`src/rtl/lab05_pkg.sv`:
```
// rtl/lab05_pkg.sv - shared states, sizes and parameter-entry layout for the frame/parameter driver
package lab05_pkg;

    typedef enum logic [2:0] {
        IDLE,
        DATA,
        GAP,
        PFETCH,
        PARAM,
        WAIT,
        FIN
    } state_t;

    localparam int FRAMES        = 16;
    localparam int PIX_PER_FRAME = 1024;
    localparam int OUT_PER_INDEX = 1024;
    localparam int TOT_PIX       = FRAMES * PIX_PER_FRAME;

    localparam int ADDR_W = 14;
    localparam int PIX_W  = 8;
    localparam int IDX_W  = 4;
    localparam int QP_W   = 5;
    localparam int PRM_W  = 9;
    localparam int RES_W  = 32;

    // Parameter entry: {QP[4:0], m3, m2, m1, m0}
    localparam int PRM_MODE_LSB = 0;
    localparam int PRM_MODE_MSB = 3;
    localparam int PRM_QP_LSB   = 4;
    localparam int PRM_QP_MSB   = 8;

endpackage

```
`src/rtl/frame_param_driver_if.sv`:
```
// rtl/frame_param_driver_if.sv - frame/parameter stream between the driver and the transform core
interface frame_param_driver_if;
    import lab05_pkg::*;

    logic              in_valid_data;
    logic [PIX_W-1:0]  data;
    logic              in_valid_param;
    logic [IDX_W-1:0]  index;
    logic              mode;
    logic [QP_W-1:0]   QP;
    logic              out_valid;
    logic [RES_W-1:0]  out_value;

    modport master (
        output in_valid_data, data, in_valid_param, index, mode, QP,
        input  out_valid, out_value
    );

    modport slave (
        input  in_valid_data, data, in_valid_param, index, mode, QP,
        output out_valid, out_value
    );

endinterface

```
`src/rtl/frame_param_driver.sv`:
```
// rtl/frame_param_driver.sv - streams pixel frames and parameter bursts to the core, sums its results
module frame_param_driver
    import lab05_pkg::*;
#(
    parameter int TIMEOUT = 20000
) (
    input  logic                  clk,
    input  logic                  rst,
    input  logic                  start,
    output logic [ADDR_W-1:0]     mem_addr,
    input  logic [PIX_W-1:0]      mem_rdata,
    output logic [IDX_W-1:0]      prm_addr,
    input  logic [PRM_W-1:0]      prm_rdata,
    output logic                  busy,
    output logic                  done,
    output logic [RES_W-1:0]      checksum,
    output logic                  timeout_err,
    output logic                  overlap_err,
    frame_param_driver_if.master  core
);

    localparam int WCW = $clog2(TIMEOUT + 1);
    localparam logic [WCW-1:0]    WAIT_LAST = WCW'(TIMEOUT - 1);
    localparam logic [9:0]        RESP_LAST = 10'(OUT_PER_INDEX - 1);
    localparam logic [IDX_W-1:0]  K_LAST    = IDX_W'(FRAMES - 1);
    localparam logic [ADDR_W-1:0] ADDR_LAST = ADDR_W'(TOT_PIX - 1);

    state_t state, state_next;

    logic              pix_req;
    logic              pix_rsp;
    logic [IDX_W-1:0]  k;
    logic [1:0]        pcnt;
    logic [3:0]        modes_q;
    logic [9:0]        resp_cnt;
    logic [WCW-1:0]    wait_cnt;
    logic              burst_done;
    logic              wait_expire;

    logic              in_valid_data_q;
    logic [PIX_W-1:0]  data_q;
    logic              in_valid_param_q;
    logic [IDX_W-1:0]  index_q;
    logic              mode_q;
    logic [QP_W-1:0]   qp_q;

    assign core.in_valid_data  = in_valid_data_q;
    assign core.data           = data_q;
    assign core.in_valid_param = in_valid_param_q;
    assign core.index          = index_q;
    assign core.mode           = mode_q;
    assign core.QP             = qp_q;

    always_ff @(posedge clk) begin
        if (rst) begin
            state <= IDLE;
        end else begin
            state <= state_next;
        end
    end

    always_comb begin
        state_next  = state;
        burst_done  = 1'b0;
        wait_expire = 1'b0;
        unique case (state)
            IDLE:   if (start) state_next = DATA;
            // Leave once the final read has come back and nothing more is in flight
            DATA:   if (pix_rsp && !pix_req) state_next = GAP;
            GAP:    state_next = PFETCH;
            PFETCH: if (!core.out_valid) state_next = PARAM;
            PARAM:  if (pcnt == 2'd3) state_next = WAIT;
            WAIT: begin
                if (core.out_valid && resp_cnt == RESP_LAST) begin
                    burst_done = 1'b1;
                    state_next = (k == K_LAST) ? FIN : PFETCH;
                end else if (wait_cnt == WAIT_LAST) begin
                    wait_expire = 1'b1;
                    state_next  = FIN;
                end
            end
            FIN:     state_next = IDLE;
            default: state_next = IDLE;
        endcase
    end

    always_ff @(posedge clk) begin
        if (rst) begin
            mem_addr         <= '0;
            prm_addr         <= '0;
            busy             <= 1'b0;
            done             <= 1'b0;
            checksum         <= '0;
            timeout_err      <= 1'b0;
            overlap_err      <= 1'b0;
            pix_req          <= 1'b0;
            pix_rsp          <= 1'b0;
            k                <= '0;
            pcnt             <= '0;
            modes_q          <= '0;
            resp_cnt         <= '0;
            wait_cnt         <= '0;
            in_valid_data_q  <= 1'b0;
            data_q           <= '0;
            in_valid_param_q <= 1'b0;
            index_q          <= '0;
            mode_q           <= 1'b0;
            qp_q             <= '0;
        end else begin
            // Strobes and their payloads return to zero unless a state drives them
            in_valid_data_q  <= 1'b0;
            data_q           <= '0;
            in_valid_param_q <= 1'b0;
            index_q          <= '0;
            mode_q           <= 1'b0;
            qp_q             <= '0;
            done             <= 1'b0;

            if (core.out_valid && (in_valid_data_q || in_valid_param_q)) begin
                overlap_err <= 1'b1;
            end

            case (state)
                IDLE: begin
                    if (start) begin
                        busy        <= 1'b1;
                        checksum    <= '0;
                        timeout_err <= 1'b0;
                        overlap_err <= 1'b0;
                        mem_addr    <= '0;
                        prm_addr    <= '0;
                        pix_req     <= 1'b1;
                        pix_rsp     <= 1'b0;
                        k           <= '0;
                        pcnt        <= '0;
                        resp_cnt    <= '0;
                        wait_cnt    <= '0;
                    end
                end
                DATA: begin
                    in_valid_data_q <= pix_rsp;
                    data_q          <= pix_rsp ? mem_rdata : '0;
                    pix_rsp         <= pix_req;
                    if (pix_req) begin
                        mem_addr <= mem_addr + 14'd1;
                        pix_req  <= (mem_addr != ADDR_LAST);
                    end
                end
                GAP: begin
                    prm_addr <= k;
                end
                PFETCH: begin
                    pcnt <= '0;
                end
                PARAM: begin
                    in_valid_param_q <= 1'b1;
                    if (pcnt == 2'd0) begin
                        index_q <= k;
                        qp_q    <= prm_rdata[PRM_QP_MSB:PRM_QP_LSB];
                        mode_q  <= prm_rdata[PRM_MODE_LSB];
                        modes_q <= prm_rdata[PRM_MODE_MSB:PRM_MODE_LSB];
                    end else begin
                        mode_q <= modes_q[pcnt];
                    end
                    pcnt     <= pcnt + 2'd1;
                    wait_cnt <= '0;
                end
                WAIT: begin
                    wait_cnt <= wait_cnt + 1'b1;
                    if (core.out_valid) begin
                        resp_cnt <= resp_cnt + 10'd1;
                        checksum <= checksum + core.out_value;
                    end
                    if (burst_done) begin
                        resp_cnt <= '0;
                        if (k != K_LAST) begin
                            k        <= k + 1'b1;
                            prm_addr <= k + 1'b1;
                        end
                    end
                    if (wait_expire) begin
                        timeout_err <= 1'b1;
                    end
                    if (state_next == FIN) begin
                        done <= 1'b1;
                        busy <= 1'b0;
                    end
                end
                default: begin
                end
            endcase
        end
    end

endmodule

```
`src/flat_wrapper.sv`:
```
// flat-port wrapper written by rule: the top's interface ports become plain ports
module frame_param_driver_flat import lab05_pkg::*;
#(
    parameter int TIMEOUT = 20000
)
  (clk, rst, start, mem_addr, mem_rdata, prm_addr, prm_rdata, busy, done, checksum, timeout_err, overlap_err, core_in_valid_data, core_data, core_in_valid_param, core_index, core_mode, core_QP, core_out_valid, core_out_value);
  frame_param_driver_if core_i ();
  input  logic clk;
  input  logic rst;
  input  logic start;
  output logic [ADDR_W-1:0] mem_addr;
  input  logic [PIX_W-1:0] mem_rdata;
  output logic [IDX_W-1:0] prm_addr;
  input  logic [PRM_W-1:0] prm_rdata;
  output logic busy;
  output logic done;
  output logic [RES_W-1:0] checksum;
  output logic timeout_err;
  output logic overlap_err;
  output wire logic [$bits(core_i.in_valid_data)-1:0] core_in_valid_data;
  output wire logic [$bits(core_i.data)-1:0] core_data;
  output wire logic [$bits(core_i.in_valid_param)-1:0] core_in_valid_param;
  output wire logic [$bits(core_i.index)-1:0] core_index;
  output wire logic [$bits(core_i.mode)-1:0] core_mode;
  output wire logic [$bits(core_i.QP)-1:0] core_QP;
  input wire logic [$bits(core_i.out_valid)-1:0] core_out_valid;
  input wire logic [$bits(core_i.out_value)-1:0] core_out_value;
  assign core_in_valid_data = core_i.in_valid_data;
  assign core_data = core_i.data;
  assign core_in_valid_param = core_i.in_valid_param;
  assign core_index = core_i.index;
  assign core_mode = core_i.mode;
  assign core_QP = core_i.QP;
  assign core_i.out_valid = core_out_valid;
  assign core_i.out_value = core_out_value;
  frame_param_driver #(.TIMEOUT(TIMEOUT)) u_core (.clk(clk), .rst(rst), .start(start), .mem_addr(mem_addr), .mem_rdata(mem_rdata), .prm_addr(prm_addr), .prm_rdata(prm_rdata), .busy(busy), .done(done), .checksum(checksum), .timeout_err(timeout_err), .overlap_err(overlap_err), .core(core_i));
endmodule
```
`config.mk`:
```
export PLATFORM = sky130hd
export DESIGN_NAME = frame_param_driver_flat
export DESIGN_NICKNAME = d
export VERILOG_FILES = /design/src/rtl/lab05_pkg.sv /design/src/rtl/frame_param_driver_if.sv /design/src/rtl/frame_param_driver.sv /design/src/flat_wrapper.sv
export SDC_FILE = /design/constraint.sdc
export NUM_CORES = 1
export LEC_CHECK = 0
export BUFFER_PORTS_ARGS = -buffer_cell sky130_fd_sc_hd__buf_4
export CAP_MARGIN = 15
export CORE_MARGIN = 5
export CORE_UTILIZATION = 35
export CTS_CLUSTER_SIZE = 40
export DETAILED_ROUTE_END_ITERATION = 10
export PLACE_DENSITY_LB_ADDON = 0.15
export SETUP_SLACK_MARGIN = 0.2
export SYNTH_ARGS = -nofsm -noshare
export SYNTH_HDL_FRONTEND = slang
export SYNTH_SLANG_ARGS = --single-unit
```
`constraint.sdc`:
```
create_clock -name clk -period 3.7 [get_ports clk]
set_clock_uncertainty 0.1 [all_clocks]
set_input_delay 0.37 -clock clk [delete_from_list [all_inputs] [get_ports clk]]
set_output_delay 0.37 -clock clk [all_outputs]
set_load 0.02 [all_outputs]
```
==> results.md <==
* Sequential Power Share at 40.2%
* Sw Share at 24.54%
* Die X at 141.2 um
* H-tree depth at 4
* Post-DP HPWL at 11,770 um
* Rel. slew slack at 30.91%
* Critical Path RT at 3.90 ns
* Post-synth EDFFs at 0
* Main synth FF type: dfxtp_1
* WL/cell at 14.74 um
* Seq cells post-synth at 114
* Most frequent cells in the layout: buf_4, dfxtp_1, nor2_1
* Setup_tns at 0 ns
* Internal Pwr Total at 2.336 mW
* Total GRT Usage at 15.88%
* First-pass GRT wire length at 26,120 um
* WS Path Type: flop to flop
* Grt total ovfl at 0
* WHS Path Cells at 2
* Area delta synth->final at 29.49%
* Routed WL at 15,670 um
* R2r startpoint: u_core.checksum[0]$_SDFFE_PP0P_
* Worst skew pair latency at 0.41 ns
* Setup Fix Bufs, Post-CTS at 0
* RSZ-0062 raised after global routing: no
* Placed instance area at 7199 um^2
* Gate power share at 6.8%
* Die area at 19,920 um^2
* Layout cell share with drive strength beyond 1 at 21.96%
* Outcome: finished, final reports clean
* Worst-Margin Slew at 1.028 ns
* Setup-failing EPs final at 0
* Reg clk slew, reported paths at 0.06 ns
* Type of origin of the critical path: flop
* Design area at 7796 um^2
* Fmax at 0.3328 GHz
* Ys Warns at 0
* Fin crit share at 81.20%
* Routability cong. at 0.8459
* Register area share after synthesis at 37.91%
* Worst hold-check path type: input pin to flop
* Post-detailed-route count of antenna-violating nets at 0
* Avg Cell Area, Syn at 8.613 um^2
* Gates resized, CTS repair at 0
* Final max-slew violation count at 0
* Clock sinks at 114
* VDD IR max at 326.5 uV
* CP Capture Type: flop
* CTS buffer count at 17
* Sw power at 0.7596 mW
* DRC viols at 0
* Initial core utilization at 35.30%
* Via/cell ratio at 5.111
* Netlist Area Pre-Place at 6021 um^2
* Ys async rst share at 0%
* Max clock buf depth at 2
* Net Count, Synth at 790
* Initial antenna violation count at 0
* N_diodes at 0
* Hold Crit Endpoint: u_core.core.data[0]$_SDFF_PP0_
* Vias at 5,433
* Port-buffer cells at 126
* Worst Reg-to-Reg Cells at 12
* Core Box Area at 17,060 um^2
* Max-cap violations at 0
* Synth Instances at 699
* Final net count at 916
* Starting DRT DRC Count at 222
* Worst EP arrival at 3.21 ns
* Hold-fix buffers, CTS at 0
* CTS tree: done
* Final Hold Fails at 0
* CTS Root Cell: clkbuf_16
* DIE HEIGHT at 141.2 um
* Fin util at 45.71%
* DRT Pass-1 Iters at 4
* Static leakage at 3.443 nW
* Largest net degree at the start of global routing at 59
* Most common cell after layout, fill and taps aside: buf_4
* Hold Crit Start: mem_rdata[0]
* Yosys cell types at 66
* Rows at 48
* Pwr Density at 397.0 nW/um^2
* Clock share of power at 53.0%
* IO Count at 127
* Vias in the first global route at 5,507
* Reg2reg end: u_core.checksum[30]$_SDFFE_PP0P_
* Reg-to-reg slack, setup at 0.70 ns
* Tmin final at 3.005 ns
* Max FO, Critical Path at 4
## logic make-up (layout without fill, tap and decap cells)
family	Yosys count	after routing	synth area share, %
AND/OR/NAND/NOR	274	274	21.78
flip-flops	114	114	37.91
multiplexers	11	11	2.057
adder cells (fa/ha/maj)	38	38	8.022
XOR/XNOR	52	52	7.564
AO/OA/AOI/OAI	176	176	20.55
buffers and inverters	34	173	2.120
## cell type report
| cell class | instances | area (um^2) |
|---|---|---|
| flip-flops and latches | 114 | 2282 |
| clock buffers | 17 | 425.4 |
| well taps | 225 | 281.5 |
| multi-input cells | 551 | 3611 |
| fillers | 1731 | 9260 |
| repair buffers | 132 | 991.0 |
| clock inverters | 15 | 171.4 |
| inverters | 9 | 33.78 |
## critical path, stage by stage (launching register included)
cell and delay (ns):
dfxtp_1 0.33, ha_1 0.23, fa_1 0.42, a21o_1 0.20, a221oi_2 0.39, o21ai_2 0.13
a31o_4 0.27, a21oi_4 0.16, o21a_4 0.14, nor2_2 0.05, a211oi_2 0.20, xnor2_1 0.08
a22o_1 0.19
## worst max path at each step
stage	start	depth (start not counted)	end	slack, ns
after global routing	u_core.checksum[0]$_SDFFE_PP0P_	12	u_core.checksum[30]$_SDFFE_PP0P_	0.53
final	u_core.checksum[0]$_SDFFE_PP0P_	12	u_core.checksum[30]$_SDFFE_PP0P_	0.70
after floorplan	u_core.checksum[0]$_SDFFE_PP0P_	12	u_core.checksum[30]$_SDFFE_PP0P_	0.83
after global placement	core_out_value[0]	13	u_core.checksum[30]$_SDFFE_PP0P_	0.55
after CTS	u_core.checksum[0]$_SDFFE_PP0P_	12	u_core.checksum[30]$_SDFFE_PP0P_	0.68
after detailed placement	core_out_value[0]	13	u_core.checksum[30]$_SDFFE_PP0P_	0.52
## cells in the mapped netlist (3+ instances only)
cell type    n  area (um^2)
dfxtp_1    114         2282
nor2_1      85        319.1
a21oi_1     63        315.3
nand2_1     61        229.0
nand3_1     41        205.2
ha_1        37        462.9
xor2_1      35        306.5
and3_1      27        168.9
clkbuf_1    23        86.33
o21ai_0     19        95.09
xnor2_1     17        148.9
a21o_1      16        120.1
a22o_1      15        131.4
and2_1      11        68.82
nor3_1      10        50.05
inv_1        9        33.78
mux2i_1      9        90.09
nand4_1      8        50.05
nand2b_1     7        43.79
nor2b_1      6        37.54
o21ai_1      6        30.03
a211oi_1     5        37.54
a22oi_1      5        37.54
o21bai_1     4        30.03
or3_1        4        25.02
a21oi_2      3        26.28
a31oi_1      3        18.77
nor4_1       3        18.77
o211ai_1     3        22.52
o21a_1       3        22.52
## power by group through the flow
stage / sequential [mW] / clock (mW) / combinational (mW)
after floorplan: 1.27 / 0 / 0.121
after global placement: 1.27 / 0 / 0.210
after detailed placement: 1.27 / 0 / 0.211
after CTS: 1.24 / 1.69 / 0.213
after global routing: 1.25 / 1.75 / 0.233
final: 1.24 / 1.64 / 0.210
## state kept, by name (all words and copies together), names as in the netlist, 2 cells and up
name and count:
u_core.checksum 32, u_core.wait_cnt 15, u_core.mem_addr 14, u_core.resp_cnt 10, u_core.core.data 8, u_core.core.QP 5, u_core.core.index 4, u_core.k 4
u_core.modes_q 4, u_core.prm_addr 4, u_core.state 3, u_core.pcnt 2
## routing by layer
metal | wire [um] | up-vias | global-route usage, %
met5 | 0 | - | 0
met4 | 76 | 0 | 5.354
met3 | 784 | 4 | 4.071
met2 | 7735 | 117 | 26.99
met1 | 7068 | 2527 | 19.56
li1 | - | 2785 | -
## per-stage QoR
step                std cells  total power, mW  hold WS [ns]  setup WS, ns
finish                   1063            3.095       0.06105        0.6954
global route             1063            3.226       0.03678        0.5289
CTS                      1063            3.148       0.03444        0.6773
detailed placement       1031            1.483        0.3412        0.5206
global placement         1031            1.481        0.3372        0.5520
floorplan                 699            1.393        0.3546        0.8260
(Power assumes the default switching activity.)
